==> src/rtl/ecg_pkg.sv <==
// ecg_pkg: shared definitions for the ECG peak-detection path.
//   FP32_W           width of an IEEE-754 single-precision word
//   REFRACT_DEFAULT  default refractory length in samples (200 ms at 360 Hz)
//   ST_*             peak-detector FSM encodings
package ecg_pkg;

    localparam int unsigned FP32_W          = 32;
    localparam int unsigned REFRACT_DEFAULT = 72;

    localparam logic [1:0] ST_ARMED   = 2'd0;
    localparam logic [1:0] ST_TRACK   = 2'd1;
    localparam logic [1:0] ST_REFRACT = 2'd2;

endpackage

==> src/rtl/ecg_peak_detector_fp32_cmp.sv <==
// ecg_peak_detector_fp32_cmp: combinational float32 "a > b" compare.
//   a, b  in   float32 operands
//   gt    out  a strictly greater than b
// Pure sign-magnitude ordering: +0 is greater than -0, and NaN/Inf are ordered by their
// bit patterns rather than being special-cased.
module ecg_peak_detector_fp32_cmp
    import ecg_pkg::*;
(
    input  logic [FP32_W-1:0] a,
    input  logic [FP32_W-1:0] b,
    output logic              gt
);

    always_comb begin
        unique case ({a[FP32_W-1], b[FP32_W-1]})
            2'b00:   gt = a[FP32_W-2:0] > b[FP32_W-2:0];
            2'b01:   gt = 1'b1;
            2'b10:   gt = 1'b0;
            // Both negative: smaller magnitude is the larger value.
            default: gt = a[FP32_W-2:0] < b[FP32_W-2:0];
        endcase
    end

endmodule

==> src/rtl/ecg_peak_detector.sv <==
// ecg_peak_detector: streaming R-peak detector on float32 samples.
//   clk, rst     single clock, synchronous active-high reset
//   s_valid/s_ready/s_data   input sample stream (one sample per accepted beat)
//   threshold    float32 detection level, read on every accepted beat
//   m_valid/m_ready          peak record handshake
//   m_peak_val   float32 peak amplitude of the excursion
//   m_peak_idx   sample index of the peak
// One record is emitted per excursion above threshold, when the signal falls back to or
// below threshold. After each record, REFRACT accepted samples are ignored, and a new
// excursion can only start once the signal has dropped to or below threshold.
module ecg_peak_detector
    import ecg_pkg::*;
#(
    parameter int unsigned REFRACT = REFRACT_DEFAULT,
    parameter int unsigned IDX_W   = 32
) (
    input  logic              clk,
    input  logic              rst,
    input  logic              s_valid,
    output logic              s_ready,
    input  logic [FP32_W-1:0] s_data,
    input  logic [FP32_W-1:0] threshold,
    output logic              m_valid,
    input  logic              m_ready,
    output logic [FP32_W-1:0] m_peak_val,
    output logic [IDX_W-1:0]  m_peak_idx
);

    localparam int unsigned CNT_W = $clog2(REFRACT + 1);

    logic [1:0]        state_q, state_d;
    logic [IDX_W-1:0]  idx_q, idx_d;
    logic [CNT_W-1:0]  cnt_q, cnt_d;
    logic [FP32_W-1:0] run_max_q, run_max_d;
    logic [IDX_W-1:0]  run_idx_q, run_idx_d;
    logic              m_valid_q, m_valid_d;
    logic [FP32_W-1:0] peak_val_q, peak_val_d;
    logic [IDX_W-1:0]  peak_idx_q, peak_idx_d;

    logic accept;
    logic above_thr;
    logic above_max;

    ecg_peak_detector_fp32_cmp u_cmp_thr (
        .a  (s_data),
        .b  (threshold),
        .gt (above_thr)
    );

    ecg_peak_detector_fp32_cmp u_cmp_max (
        .a  (s_data),
        .b  (run_max_q),
        .gt (above_max)
    );

    // Stall input only while a record is waiting; m_ready bypass keeps throughput at 1/cycle.
    assign s_ready = !(m_valid_q && !m_ready);
    assign accept  = s_valid && s_ready;

    always_comb begin
        state_d    = state_q;
        idx_d      = idx_q;
        cnt_d      = cnt_q;
        run_max_d  = run_max_q;
        run_idx_d  = run_idx_q;
        m_valid_d  = m_valid_q;
        peak_val_d = peak_val_q;
        peak_idx_d = peak_idx_q;

        if (m_valid_q && m_ready) begin
            m_valid_d = 1'b0;
        end

        if (accept) begin
            idx_d = idx_q + IDX_W'(1);
            case (state_q)
                ST_ARMED: begin
                    if (above_thr) begin
                        run_max_d = s_data;
                        run_idx_d = idx_q;
                        state_d   = ST_TRACK;
                    end
                end
                ST_TRACK: begin
                    if (!above_thr) begin
                        m_valid_d  = 1'b1;
                        peak_val_d = run_max_q;
                        peak_idx_d = run_idx_q;
                        cnt_d      = CNT_W'(REFRACT - 1);
                        state_d    = ST_REFRACT;
                    end else if (above_max) begin
                        // Strict compare: ties keep the earlier index.
                        run_max_d = s_data;
                        run_idx_d = idx_q;
                    end
                end
                ST_REFRACT: begin
                    if (cnt_q != '0) begin
                        cnt_d = cnt_q - CNT_W'(1);
                    end else if (!above_thr) begin
                        // Re-arm only after a drop, so a plateau cannot re-trigger.
                        state_d = ST_ARMED;
                    end
                end
                default: begin
                    state_d = ST_ARMED;
                end
            endcase
        end
    end

    always_ff @(posedge clk) begin
        if (rst) begin
            state_q    <= ST_ARMED;
            idx_q      <= '0;
            cnt_q      <= '0;
            run_max_q  <= '0;
            run_idx_q  <= '0;
            m_valid_q  <= 1'b0;
            peak_val_q <= '0;
            peak_idx_q <= '0;
        end else begin
            state_q    <= state_d;
            idx_q      <= idx_d;
            cnt_q      <= cnt_d;
            run_max_q  <= run_max_d;
            run_idx_q  <= run_idx_d;
            m_valid_q  <= m_valid_d;
            peak_val_q <= peak_val_d;
            peak_idx_q <= peak_idx_d;
        end
    end

    assign m_valid    = m_valid_q;
    assign m_peak_val = peak_val_q;
    assign m_peak_idx = peak_idx_q;

endmodule

==> config.mk <==
export PLATFORM = sky130hd
export DESIGN_NAME = ecg_peak_detector
export DESIGN_NICKNAME = d
export VERILOG_FILES = /design/src/rtl/ecg_pkg.sv /design/src/rtl/ecg_peak_detector_fp32_cmp.sv /design/src/rtl/ecg_peak_detector.sv
export SDC_FILE = /design/constraint.sdc
export NUM_CORES = 1
export LEC_CHECK = 0
export CAP_MARGIN = 20
export CORE_MARGIN = 2
export CORE_UTILIZATION = 26
export CTS_CLUSTER_DIAMETER = 200
export DETAILED_ROUTE_END_ITERATION = 7
export PLACE_DENSITY_LB_ADDON = 0.12
export SKIP_CTS_REPAIR_TIMING = 1
export SLEW_MARGIN = 5
export SYNTH_ARGS = -nofsm -noshare
export SYNTH_HDL_FRONTEND = slang
export SYNTH_SLANG_ARGS = --single-unit
==> constraint.sdc <==
create_clock -name clk -period 4 [get_ports clk]
set_clock_uncertainty 0.2 [all_clocks]
set_input_delay 1.2 -clock clk [delete_from_list [all_inputs] [get_ports clk]]
set_output_delay 1.2 -clock clk [all_outputs]
set_load 0.03 [all_outputs]
==> metrics <==
largest net degree at the start of global routing 84; Max Cap Violations 0; vias in the first global route 7093; Design Area, Final 12000 µm²; syn_area_per_cell 8.59 µm²; Post-synth EDFFs 0; Final Cycle Share 96.2%; CTS tree built; CTS H-tree lvls 4; maximum VDD drop 0.000286 V; Worst Reg-to-Reg Cells 14; Vias/cell 4.30; Rows 66; Synth Area in Simple Gates 23.8%; share of flip-flops with an asynchronous set or reset 0%; post-synthesis mux area share 7.47%; ant diodes 0; CP startpoint kind input pin; number of port buffers 133; WL per Instance 13.9 µm; grt total ovfl 0; Antenna Nets Post-Route 0; fin util 37.0%; Worst EP required 4.15 ns; post-synth top area cell dfxtp_1; Slew headroom 63.6%; Worst Hold Class reg2reg; Placed Area 10800 µm²; Die Wd 186 µm; yosys warns 0; Worst Setup End Kind register; Filler Cell Count 3411; Initial DRC Count 256; register area share after synthesis 39.7%; Worst Path Arrival 4.00 ns; drt first pass iters 5; nets@finish 1312; starting density of the core 26.4%; antenna violations before repair 0; die height 186 µm; CTS Buffer Depth 2; Root Driver clkbuf_16; drt total wl 22600 µm; Synth area leaders dfxtp_1 40%, ha_1 9.5%, nand2b_1 9.5%, mux2i_1 7.5%, nand2_1 7.0%; first-pass GRT wire length 36200 µm; Num CTS Buffers 17; Leak 4.87 nW; Clock Sinks 170; number of I/O pins 134; final setup vio count 0; Mapped Area 8580 µm²; syn_nets 1132; Crit Path Max Fanout 8; Synth top area share 39.7%; Adder-Cell Fraction of Synth Area 9.48%; GRT Total Usage 13.2%; Compound-Gate Fraction of Synth Area 10.0%; Die Area 34500 µm²; routed via count 7019; xor and xnor area share after synthesis 3.16%; critical-path cell list dlymetal6s2s_1, ha_4, nand4_1, nor3_2, a221oi_2, o22a_1, and3b_2, or4_4, a311oi_4, buf_6, clkbuf_16, mux2i_1; DRC 0; worst slew pin tran 0.545 ns; clk slew on worst S/H paths 0.08 ns; Syn Inst Count 999; Layout Area Growth over Synthesis 40.4%; CP max stage delay 0.50 ns; max-slew violation count 0; Total Neg Setup Slack 0 ns; Power Dens Cells 344 nW/µm²; status complete, no violations; gpl congestion 0.725; Worst Setup Path Type in2reg; clk_lat worst skew 0.43 ns; hold depth 2; main combinational cell family by area after synthesis simple AND/OR/NAND/NOR gates; share of layout cells above drive strength 1 15.4%; Core Area 32500 µm²; Fmax achieved 260 MHz; dominant synthesized flop cell dfxtp_1; Worst path slowest cell or4_4; Period minus WS final 3.85 ns; #FFs+latches synth 170; hpwl dp 15500 µm; Fin. Hold Viols 0; Synth cell types 50
[flip-flops by register name (all words and copies together) (netlist names)]
signal,count
run_max_q,32
m_peak_idx,32
idx_q,32
run_idx_q,32
m_valid,1
m_peak_val,32
state_q,2
cnt_q,7
[metrics by stage]
step | power (mW) | hold slack (ns) | setup WS (ns) | std cells
floorplan | 2.15 | 0.237 | 0.176 | 999
global placement | 2.37 | 0.238 | -0.663 | 1593
detailed placement | 2.37 | 0.244 | -0.689 | 1593
CTS | 4.15 | 0.255 | -0.251 | 1624
global route | 4.36 | 0.273 | -0.0200 | 1633
finish | 4.14 | 0.251 | 0.151 | 1633
[path summary, 6_finish.rpt]
| check | start | slack [ns] | end |
|---|---|---|---|
| hold / removal | m_peak_val[20] | 0.25 | m_peak_val[20] |
| hold reg to reg | m_peak_val[20] | 0.25 | m_peak_val[20] |
| setup / recovery | s_data[24] | 0.15 | run_max_q[31] |
| setup reg to reg | run_max_q[29] | 0.97 | run_max_q[31] |
[per-layer routing]
layer  track usage (%)  routed length, µm  vias up
met2              21.3              10100      101
met4              3.81                281        0
met1              17.9              11600     3226
li1                  -                  -     3678
met3              2.45                696       14
met5                 0                  0        -
[synthesized netlist by cell type, types with 3 or more instances]
cell,n
dfxtp_1,170
nand2_1,160
nand2b_1,130
a21oi_1,92
inv_1,68
ha_1,65
mux2i_1,64
nor2_1,41
clkbuf_1,35
xor2_1,24
nand3_1,21
nand4_1,17
a21o_1,12
o21ai_0,9
and3_1,7
xnor2_1,7
buf_12,6
nor3_1,6
a211oi_1,5
o21a_1,5
buf_2,4
nor2b_1,4
nor4_1,4
a21boi_0,3
a311oi_1,3
a31oi_1,3
and2_1,3
and3b_1,3
[power breakdown]
| group | internal (mW) | switching (mW) |
|---|---|---|
| logic | 0.328 | 0.305 |
| clock network | 0.949 | 0.798 |
| registers | 1.73 | 0.0301 |
[cell type report]
class / instances / area (µm²) / area share, %
flip-flops and latches: 170 / 3400 / 28.3
clock inverters: 14 / 186 / 1.55
repair buffers: 209 / 2170 / 18.0
clock buffers: 17 / 425 / 3.53
multi-input cells: 713 / 5050 / 41.9
inverters: 68 / 255 / 2.12
well taps: 442 / 553 / 4.59
[placed cells by master, fill, tap and decap left out, types with 4 or more instances in the layout]
cell type,netlist,final
nand2_1,160,160
ha_4,0,25
ha_1,65,40
nand4_1,17,17
mux2i_1,64,64
clkbuf_16,0,19
and3_1,7,7
inv_1,68,43
clkbuf_2,0,6
buf_12,6,9
clkdlybuf4s50_1,0,69
dlymetal6s2s_1,0,56
nor3_1,6,5
a21o_1,12,11
dfxtp_1,170,170
nor2_1,41,41
xor2_1,24,24
xnor2_1,7,7
o21a_1,5,5
nor2b_1,4,4
buf_4,0,63
inv_8,0,4
nand2b_1,130,130
a21oi_1,92,89
inv_2,0,25
o21ai_0,9,7
nand3_1,21,20
[kinds of logic after synthesis]
family          Yosys count
mux                      64
flops                   170
compound gates          146
simple gates            407
fa+ha+maj                65
buf+inv                 116
xor+xnor                 31
[critical path: cells and delay by family]
family / cells / cell delay (ns)
buffers and inverters: 3 / 0.58
muxes: 1 / 0.17
and+or+nand+nor: 4 / 1.18
AOI/OAI and AO/OA: 3 / 0.57
adders and majority gates: 1 / 0.29
Power figures use the tool's default switching activity.
